File: config.mk
export PLATFORM = sky130hd
export DESIGN_NAME = input_unit_bank_sched_flat
export DESIGN_NICKNAME = d
export VERILOG_FILES = /design/src/rtl/input_unit_bank_sched_if.sv /design/src/rtl/input_unit_bank_sched.sv /design/src/flat_wrapper.sv
export SDC_FILE = /design/constraint.sdc
export NUM_CORES = 1
export LEC_CHECK = 0
export BUFFER_PORTS_ARGS = -buffer_cell sky130_fd_sc_hd__clkbuf_2
export CAP_MARGIN = 10
export CORE_ASPECT_RATIO = 1.75
export CORE_MARGIN = 1.5
export CORE_UTILIZATION = 45
export DETAILED_ROUTE_END_ITERATION = 10
export PLACE_DENSITY = 0.67
export SETUP_SLACK_MARGIN = 0.5
export SYNTH_ARGS = -nofsm -noshare
export SYNTH_HDL_FRONTEND = slang
export SYNTH_SLANG_ARGS = --single-unit
File: constraint.sdc
create_clock -name clk -period 2.9 [get_ports clk]
set_clock_uncertainty 0.2 [all_clocks]
set_input_delay 0.145 -clock clk [delete_from_list [all_inputs] [get_ports clk]]
set_output_delay 0.145 -clock clk [all_outputs]
set_load 0.1 [all_outputs]
File: src/rtl/input_unit_bank_sched_if.sv
// Handshake bundle between the upstream/downstream flit ports and the two-bank scheduler.
interface input_unit_bank_sched_if;
    logic       in_valid;
    logic       in_ready;
    logic [1:0] fifo_write_en;
    logic [1:0] fifo_read_en;
    logic       out_sel;
    logic       out_valid;
    logic       out_ready;
    logic       flush;
    logic       busy_flush;
    logic       err_overflow;
    logic       err_underflow;

    modport master (
        output in_valid, out_ready, flush,
        input  in_ready, fifo_write_en, fifo_read_en, out_sel, out_valid,
               busy_flush, err_overflow, err_underflow
    );

    modport slave (
        input  in_valid, out_ready, flush,
        output in_ready, fifo_write_en, fifo_read_en, out_sel, out_valid,
               busy_flush, err_overflow, err_underflow
    );
endinterface

File: src/rtl/input_unit_bank_sched.sv
// Two-bank input scheduler: balances writes across banks and replays them in acceptance order.
// Optional sticky error flags are built only when ROUTER_BANK_SCHED_ERR_EN is defined.
//
// state    | meaning
// ST_RUN   | normal accept/deliver operation
// ST_FLUSH | discarding one buffered flit per cycle, no traffic accepted
module input_unit_bank_sched #(
    parameter int BANK_DEPTH = 8
) (
    input  logic                     clk,
    input  logic                     rst,
    input_unit_bank_sched_if.slave   bus
);
    localparam int ORDER_DEPTH = 2 * BANK_DEPTH;
    localparam int CNT_W       = $clog2(BANK_DEPTH) + 1;
    localparam int PTR_W       = $clog2(ORDER_DEPTH);
    localparam int QCNT_W      = PTR_W + 1;
    localparam logic [CNT_W-1:0] DEPTH_C = CNT_W'(BANK_DEPTH);

    typedef enum logic {
        ST_RUN   = 1'b0,
        ST_FLUSH = 1'b1
    } state_t;

    state_t              r_state;
    state_t              w_state_nxt;
    logic [CNT_W-1:0]    r_cnt0;
    logic [CNT_W-1:0]    r_cnt1;
    logic [PTR_W-1:0]    r_wr_ptr;
    logic [PTR_W-1:0]    r_rd_ptr;
    logic [QCNT_W-1:0]   r_q_count;
    logic                r_order [ORDER_DEPTH];

    logic w_empty;
    logic w_head;
    logic w_out_valid;
    logic w_busy;
    logic w_pop;
    logic w_rd0;
    logic w_rd1;
    logic w_space0;
    logic w_space1;
    logic w_in_ready;
    logic w_wr;
    logic w_tgt;
    logic w_wr0;
    logic w_wr1;

    assign w_empty = (r_q_count == '0);
    assign w_head  = r_order[r_rd_ptr];

    always_comb begin
        w_state_nxt = r_state;
        w_out_valid = 1'b0;
        w_busy      = 1'b0;
        w_pop       = 1'b0;
        case (r_state)
            ST_RUN: begin
                w_out_valid = ~w_empty;
                w_pop       = ~w_empty & bus.out_ready;
                if (bus.flush) begin
                    w_state_nxt = ST_FLUSH;
                end
            end
            ST_FLUSH: begin
                w_busy = 1'b1;
                w_pop  = ~w_empty;
                if (r_q_count <= QCNT_W'(1)) begin
                    w_state_nxt = ST_RUN;
                end
            end
            default: begin
                w_state_nxt = ST_RUN;
            end
        endcase
    end

    assign w_rd0 = w_pop & ~w_head;
    assign w_rd1 = w_pop &  w_head;

    // A bank being popped this cycle frees a slot the same cycle, so a full queue can still accept.
    assign w_space0   = (r_cnt0 < DEPTH_C) | w_rd0;
    assign w_space1   = (r_cnt1 < DEPTH_C) | w_rd1;
    assign w_in_ready = (r_state == ST_RUN) & (w_space0 | w_space1);
    assign w_wr       = bus.in_valid & w_in_ready;

    // Prefer the emptier bank (ties to bank 0), fall back to the other one when the choice is full.
    assign w_tgt = (r_cnt1 < r_cnt0) ? w_space1 : ~w_space0;
    assign w_wr0 = w_wr & ~w_tgt;
    assign w_wr1 = w_wr &  w_tgt;

    always_ff @(posedge clk or posedge rst) begin
        if (rst) begin
            r_state   <= ST_RUN;
            r_cnt0    <= '0;
            r_cnt1    <= '0;
            r_wr_ptr  <= '0;
            r_rd_ptr  <= '0;
            r_q_count <= '0;
        end else begin
            r_state   <= w_state_nxt;
            r_cnt0    <= r_cnt0 + CNT_W'(w_wr0) - CNT_W'(w_rd0);
            r_cnt1    <= r_cnt1 + CNT_W'(w_wr1) - CNT_W'(w_rd1);
            r_q_count <= r_q_count + QCNT_W'(w_wr) - QCNT_W'(w_pop);
            if (w_wr) begin
                r_wr_ptr <= r_wr_ptr + PTR_W'(1);
            end
            if (w_pop) begin
                r_rd_ptr <= r_rd_ptr + PTR_W'(1);
            end
        end
    end

    // Order storage needs no reset: entries are only observed while r_q_count covers them.
    always_ff @(posedge clk) begin
        if (w_wr) begin
            r_order[r_wr_ptr] <= w_tgt;
        end
    end

    assign bus.in_ready      = w_in_ready;
    assign bus.fifo_write_en = {w_wr1, w_wr0};
    assign bus.fifo_read_en  = {w_rd1, w_rd0};
    assign bus.out_sel       = ~w_empty & w_head;
    assign bus.out_valid     = w_out_valid;
    assign bus.busy_flush    = w_busy;

`ifdef ROUTER_BANK_SCHED_ERR_EN
    logic r_err_ovf;
    logic r_err_unf;

    always_ff @(posedge clk or posedge rst) begin
        if (rst) begin
            r_err_ovf <= 1'b0;
            r_err_unf <= 1'b0;
        end else begin
            if ((r_state == ST_RUN) && bus.in_valid && !(w_space0 || w_space1)) begin
                r_err_ovf <= 1'b1;
            end
            if (w_pop && w_empty) begin
                r_err_unf <= 1'b1;
            end
        end
    end

    assign bus.err_overflow  = r_err_ovf;
    assign bus.err_underflow = r_err_unf;
`else
    assign bus.err_overflow  = 1'b0;
    assign bus.err_underflow = 1'b0;
`endif

endmodule
File: src/flat_wrapper.sv
// flat-port wrapper written by rule: the top's interface ports become plain ports
module input_unit_bank_sched_flat 
#(
    parameter int BANK_DEPTH = 8
)
  (clk, rst, bus_in_valid, bus_out_ready, bus_flush, bus_in_ready, bus_fifo_write_en, bus_fifo_read_en, bus_out_sel, bus_out_valid, bus_busy_flush, bus_err_overflow, bus_err_underflow);
  input_unit_bank_sched_if bus_i ();
  input  logic clk;
  input  logic rst;
  input wire logic [$bits(bus_i.in_valid)-1:0] bus_in_valid;
  input wire logic [$bits(bus_i.out_ready)-1:0] bus_out_ready;
  input wire logic [$bits(bus_i.flush)-1:0] bus_flush;
  output wire logic [$bits(bus_i.in_ready)-1:0] bus_in_ready;
  output wire logic [$bits(bus_i.fifo_write_en)-1:0] bus_fifo_write_en;
  output wire logic [$bits(bus_i.fifo_read_en)-1:0] bus_fifo_read_en;
  output wire logic [$bits(bus_i.out_sel)-1:0] bus_out_sel;
  output wire logic [$bits(bus_i.out_valid)-1:0] bus_out_valid;
  output wire logic [$bits(bus_i.busy_flush)-1:0] bus_busy_flush;
  output wire logic [$bits(bus_i.err_overflow)-1:0] bus_err_overflow;
  output wire logic [$bits(bus_i.err_underflow)-1:0] bus_err_underflow;
  assign bus_i.in_valid = bus_in_valid;
  assign bus_i.out_ready = bus_out_ready;
  assign bus_i.flush = bus_flush;
  assign bus_in_ready = bus_i.in_ready;
  assign bus_fifo_write_en = bus_i.fifo_write_en;
  assign bus_fifo_read_en = bus_i.fifo_read_en;
  assign bus_out_sel = bus_i.out_sel;
  assign bus_out_valid = bus_i.out_valid;
  assign bus_busy_flush = bus_i.busy_flush;
  assign bus_err_overflow = bus_i.err_overflow;
  assign bus_err_underflow = bus_i.err_underflow;
  input_unit_bank_sched #(.BANK_DEPTH(BANK_DEPTH)) u_core (.clk(clk), .rst(rst), .bus(bus_i));
endmodule
After elaboration in Yosys (flattened, before gate mapping) --
Memory sizes are Yosys's and may differ from the RTL's. Index checks and enable logic that the tools add are counted.
Cells by class: reductions and logical operators 1, $lt $le $gt $ge 4, mux-type cells 9, $add $sub $neg 8, bitwise operators 16
Operators with widths (count):
- $add A4 B1 Y4 | 2
- $add A4 B1 Y4 const B | 2
- $and A1 B1 Y1 | 8
- $lt A4 B4 Y1 const B | 2
- $sub A4 B1 Y4 | 2
- $mux W1 | 7
- $add A5 B1 Y5 | 1
- $le A5 B1 Y1 const B | 1
- $logic_not A5 Y1 | 1
- $not A1 Y1 | 5
- $sub A5 B1 Y5 | 1
- $lt A4 B4 Y1 | 1
- $pmux W1 S2 | 2
- $or A1 B1 Y1 | 3
Word-level totals: memories kept 1, bits in writable memories 16, logic and storage cells 45, bits of input ports 5, register bits 22, output and inout port bits 10
Memories:
- u_core.r_order | words 16, bits a word 1, rd ports 1, clocked after memory_dff 0, wr ports 1, line input_unit_bank_sched.sv:32 | logic r_order [ORDER_DEPTH];

Depth between registers and ports, before layout --
word-level depth 12, mapped depth 14, mapped depth without buffers 13

Worst setup path after synthesis --
Ideal clock, no wire load.
path kind register -> output, start point register u_core.r_state, end point output port bus_in_ready, arrival 2.963 ns, cell stages (with the launch flop) 5, setup slack -0.408 ns, data required time 2.555 ns, buffers on the path 1, cells stage by stage dfrtp_1 > nor2_1 > or2_1 > buf_6 > a31oi_1
On the way: word-level cells in the longest chain between the ends 6, elaborated cells between the ends (all ways) 8, classes of those cells mux (1); bitwise (7)
RTL lines:
- start: declaration | line input_unit_bank_sched.sv:25 | state_t r_state;
- start signal: assignment | line input_unit_bank_sched.sv:101 | r_state <= w_state_nxt;
- $not A1 Y1 | line input_unit_bank_sched.sv:57, input_unit_bank_sched.sv:84
- $pmux W1 S2 | line input_unit_bank_sched.sv:57 | case (r_state)
- $and A1 B1 Y1, on equally long branches | line input_unit_bank_sched.sv:78, input_unit_bank_sched.sv:79
- $or A1 B1 Y1, on equally long branches | line input_unit_bank_sched.sv:82, input_unit_bank_sched.sv:83
- $or A1 B1 Y1 | line input_unit_bank_sched.sv:84 | assign w_in_ready = (r_state == ST_RUN) & (w_space0 | w_space1);
- $and A1 B1 Y1 * | line input_unit_bank_sched.sv:84
- end: declaration | line flat_wrapper.sv:13 | output wire logic [$bits(bus_i.in_ready)-1:0] bus_in_ready;
Every way passes the cells marked *; elsewhere a longest branch is shown, timed or not.

Final worst setup path --
start point register u_core.r_rd_ptr[2], end point register u_core.r_cnt0[1]
On the way: word-level cells in the longest chain between the ends 10, elaborated cells between the ends (all ways) 15, classes of those cells add/sub (2); mux (1); bitwise (11); memory (1)
RTL lines:
- start: declaration | line input_unit_bank_sched.sv:30 | logic [PTR_W-1:0] r_rd_ptr;
- start signal: assignment | line input_unit_bank_sched.sv:109 | r_rd_ptr <= r_rd_ptr + PTR_W'(1);
- $mem_v2 Z16 W1 *
- $not A1 Y1 | line input_unit_bank_sched.sv:78 | assign w_rd0 = w_pop & ~w_head;
- $and A1 B1 Y1 | line input_unit_bank_sched.sv:78
- $or A1 B1 Y1 | line input_unit_bank_sched.sv:82 | assign w_space0 = (r_cnt0 < DEPTH_C) | w_rd0;
- $or A1 B1 Y1 or $not A1 Y1 (tied branches) | line input_unit_bank_sched.sv:84, input_unit_bank_sched.sv:88
- $and A1 B1 Y1 or $mux W1 (tied branches) | line input_unit_bank_sched.sv:84, input_unit_bank_sched.sv:88
- $and A1 B1 Y1 or $not A1 Y1 (tied branches) | line input_unit_bank_sched.sv:85, input_unit_bank_sched.sv:89
- $and A1 B1 Y1 | line input_unit_bank_sched.sv:89 | assign w_wr0 = w_wr & ~w_tgt;
- $add A4 B1 Y4 | line input_unit_bank_sched.sv:102 | r_cnt0 <= r_cnt0 + CNT_W'(w_wr0) - CNT_W'(w_rd0);
- $sub A4 B1 Y4 * | line input_unit_bank_sched.sv:102
- end signal: assignment | line input_unit_bank_sched.sv:102
- end: declaration | line input_unit_bank_sched.sv:27 | logic [CNT_W-1:0] r_cnt0;
Marks and branches as above. A chain may end at the register's enable or synchronous reset.

==> metrics.txt <==
Worst Max-Slew Pin Slew 539 ps; Crit Path Class reg -> reg; CTS tree done; setup slack after layout 47.3 ps; Die Y 95.9 um; Residual DRC 0; Final Wtd Congestion 0.768; Tcrit/Tclk final 98.4%; initial drt markers 14; Pins Over Slew Limit 0; final setup fails 0; # diodes 0; Max FO, Critical Path 6; Layout Cell Area excl Fill 2880 sq um; Routed WL 4.23 mm; TritonCTS Buffers 5; crit end category register; Starting Density 47.2%; DIE WIDTH 56.1 um; Pre-Repair DR Iteration Count 4; vias 1,477; top cells by count, synth inv_1 (26), ha_1 (24), dfrtp_1 (22), nor2_1 (20), edfxtp_1 (16); Worst-path clk slew 80 ps; warnings from Yosys 0; Total Die Area 5380 sq um; Worst R2R Start u_core.r_rd_ptr[2]; total grt overflow 0; Hold Fails Final Rpt 0; Post-Syn Area 2220 sq um; final core occ 61.1%; Synth async-reset ratio 57.9%; PortBufs 12; CP Data Arrival Time 2840 ps; fill count 398; CTS sink cnt 38; Worst EP required 2880 ps; CTS Root Cell clkbuf_8; Seq/Total Area, Yosys 46.4%; reg-to-reg slack, setup 50 ps; hpwl dp 3.03 mm; first-pass GRT wire length 7.36 mm; wire per inst 14.7 um; htree depth 2; DRT antenna net count 0; Critical R2R Capture u_core.r_cnt0[1]; Vias/cell 5.13; final net count 267; Placement Setup Slack -86.9 ps; Syn-to-layout area delta 29.5%; Rows 33; R2R depth 10; outcome completed; share of the synthesized area in the top cell type 24.8%; largest cells by area after synthesis dfrtp_1 (25%), edfxtp_1 (22%), ha_1 (14%); top-count cell post-synth inv_1; dominant synthesized flop cell dfrtp_1; Tmin final 2850 ps; Highest Clock Rate 0.351 GHz; Worst Setup Start Kind register; Hold/Removal Path Class in -> async; synth unique cells 38; number of synthesized flops with an enable pin 16; Yosys top cell by area dfrtp_1; Core ar. 4710 sq um; RSZ-0062 raised after global routing yes; headroom to the max-slew limit 64.2%; Avg Synthesized Cell Area 11.1 sq um; number of global-route vias before repair 1,619; total track usage 18.1%; top-level I/O count 15; initial antenna violation count 0; Clock Tree Buf Depth 2; WHS 211 ps; worst skew pair latency 290 ps; largest net degree at the start of global routing 17; DP Area 2540 sq um; Synth Instances 200; FF+latch count, synth 38; max-cap violation count 0; layout cells sized above 1 39.8%
[kinds of logic after synthesis]
group / share of synthesized area (%)
muxes: 7.04
buffers and inverters: 8.17
adders and majority gates: 16.2
xor gates and xnor gates: 5.92
and+or+nand+nor: 9.80
DFF: 46.4
AOI/OAI and AO/OA: 6.25
other: 0.169
[worst max-delay path by stage]
| stage | from | end | depth (start not counted) |
|---|---|---|---|
| after detailed placement | u_core.r_rd_ptr[2] | u_core.r_cnt1[1] | 7 |
| after CTS | u_core.r_rd_ptr[2] | u_core.r_cnt0[1] | 10 |
| final | u_core.r_rd_ptr[2] | u_core.r_cnt0[1] | 10 |
| after floorplan | u_core.r_state | u_core.r_cnt0[1] | 11 |
| after global routing | u_core.r_rd_ptr[2] | u_core.r_cnt0[1] | 10 |
| after global placement | u_core.r_rd_ptr[2] | u_core.r_cnt1[1] | 7 |
[worst max-delay path: stages (launching register included)]
cell and delay [ps]:
dfrtp_2 480, buf_6 160, mux2i_1 120, mux4_2 520, a22o_4 300, ha_4 210
inv_2 60, ha_4 120, inv_2 30, fa_2 510, inv_1 40
[final cells by class]
| type | count | area, sq um | share of cell area, % |
|---|---|---|---|
| multi-input cells | 125 | 1230 | 42.9 |
| flip-flops and latches | 38 | 1040 | 36.0 |
| repair buffers | 38 | 352 | 12.2 |
| inverters | 27 | 104 | 3.61 |
| clock buffers | 5 | 68.8 | 2.39 |
| well taps | 52 | 65.1 | 2.26 |
| clock inverters | 3 | 16.3 | 0.565 |
[cell usage in the layout (no fill, tap or decap), types with 4 or more instances in the layout]
master    Yosys  routed
nand2_1      14      10
ha_1         24      16
ha_4          0       8
nor2_2        0       6
buf_12        0       4
buf_6         2       7
clkbuf_8      0       5
xnor2_1      12      11
buf_4         6      17
clkbuf_2      0       6
nor3_2        0       4
mux2i_1      10      10
inv_2         1       7
dfrtp_1      22      20
edfxtp_1     16      16
nor2_1       20      13
inv_1        26      19
[registers in the layout (all words and copies together) (netlist names)]
name,count
u_core.r_state,1
u_core.r_cnt1,4
u_core.r_wr_ptr,4
u_core.r_q_count,5
u_core.r_rd_ptr,4
u_core.r_cnt0,4
u_core.r_order,16
[layer usage]
metal  vias up  track usage (%)  share of wire [%]
met5         -                0                  0
met4         0             8.93                2.5
met3         8             3.09                2.1
met2        18             33.7                 57
met1       724             19.6                 38
li1        727                -                  -
[stage by stage]
step                      cells  TNS (ps)
final                       288         0
after global routing        288     -43.3
after CTS                   285         0
after detailed placement    267      -205
after global placement      267      -113
after floorplan             201         0
[timing repair]
action,4_1_cts,5_1_grt
buffers inserted,8,3
setup endpoints to repair,31,33
pin swaps,10,4
resized for setup,22,18
hold buffers,2,0
hold endpoints to repair,12,0
Power is not shown: default switching activity piles up to over one toggle a cycle in this logic, so the estimate is an artifact.
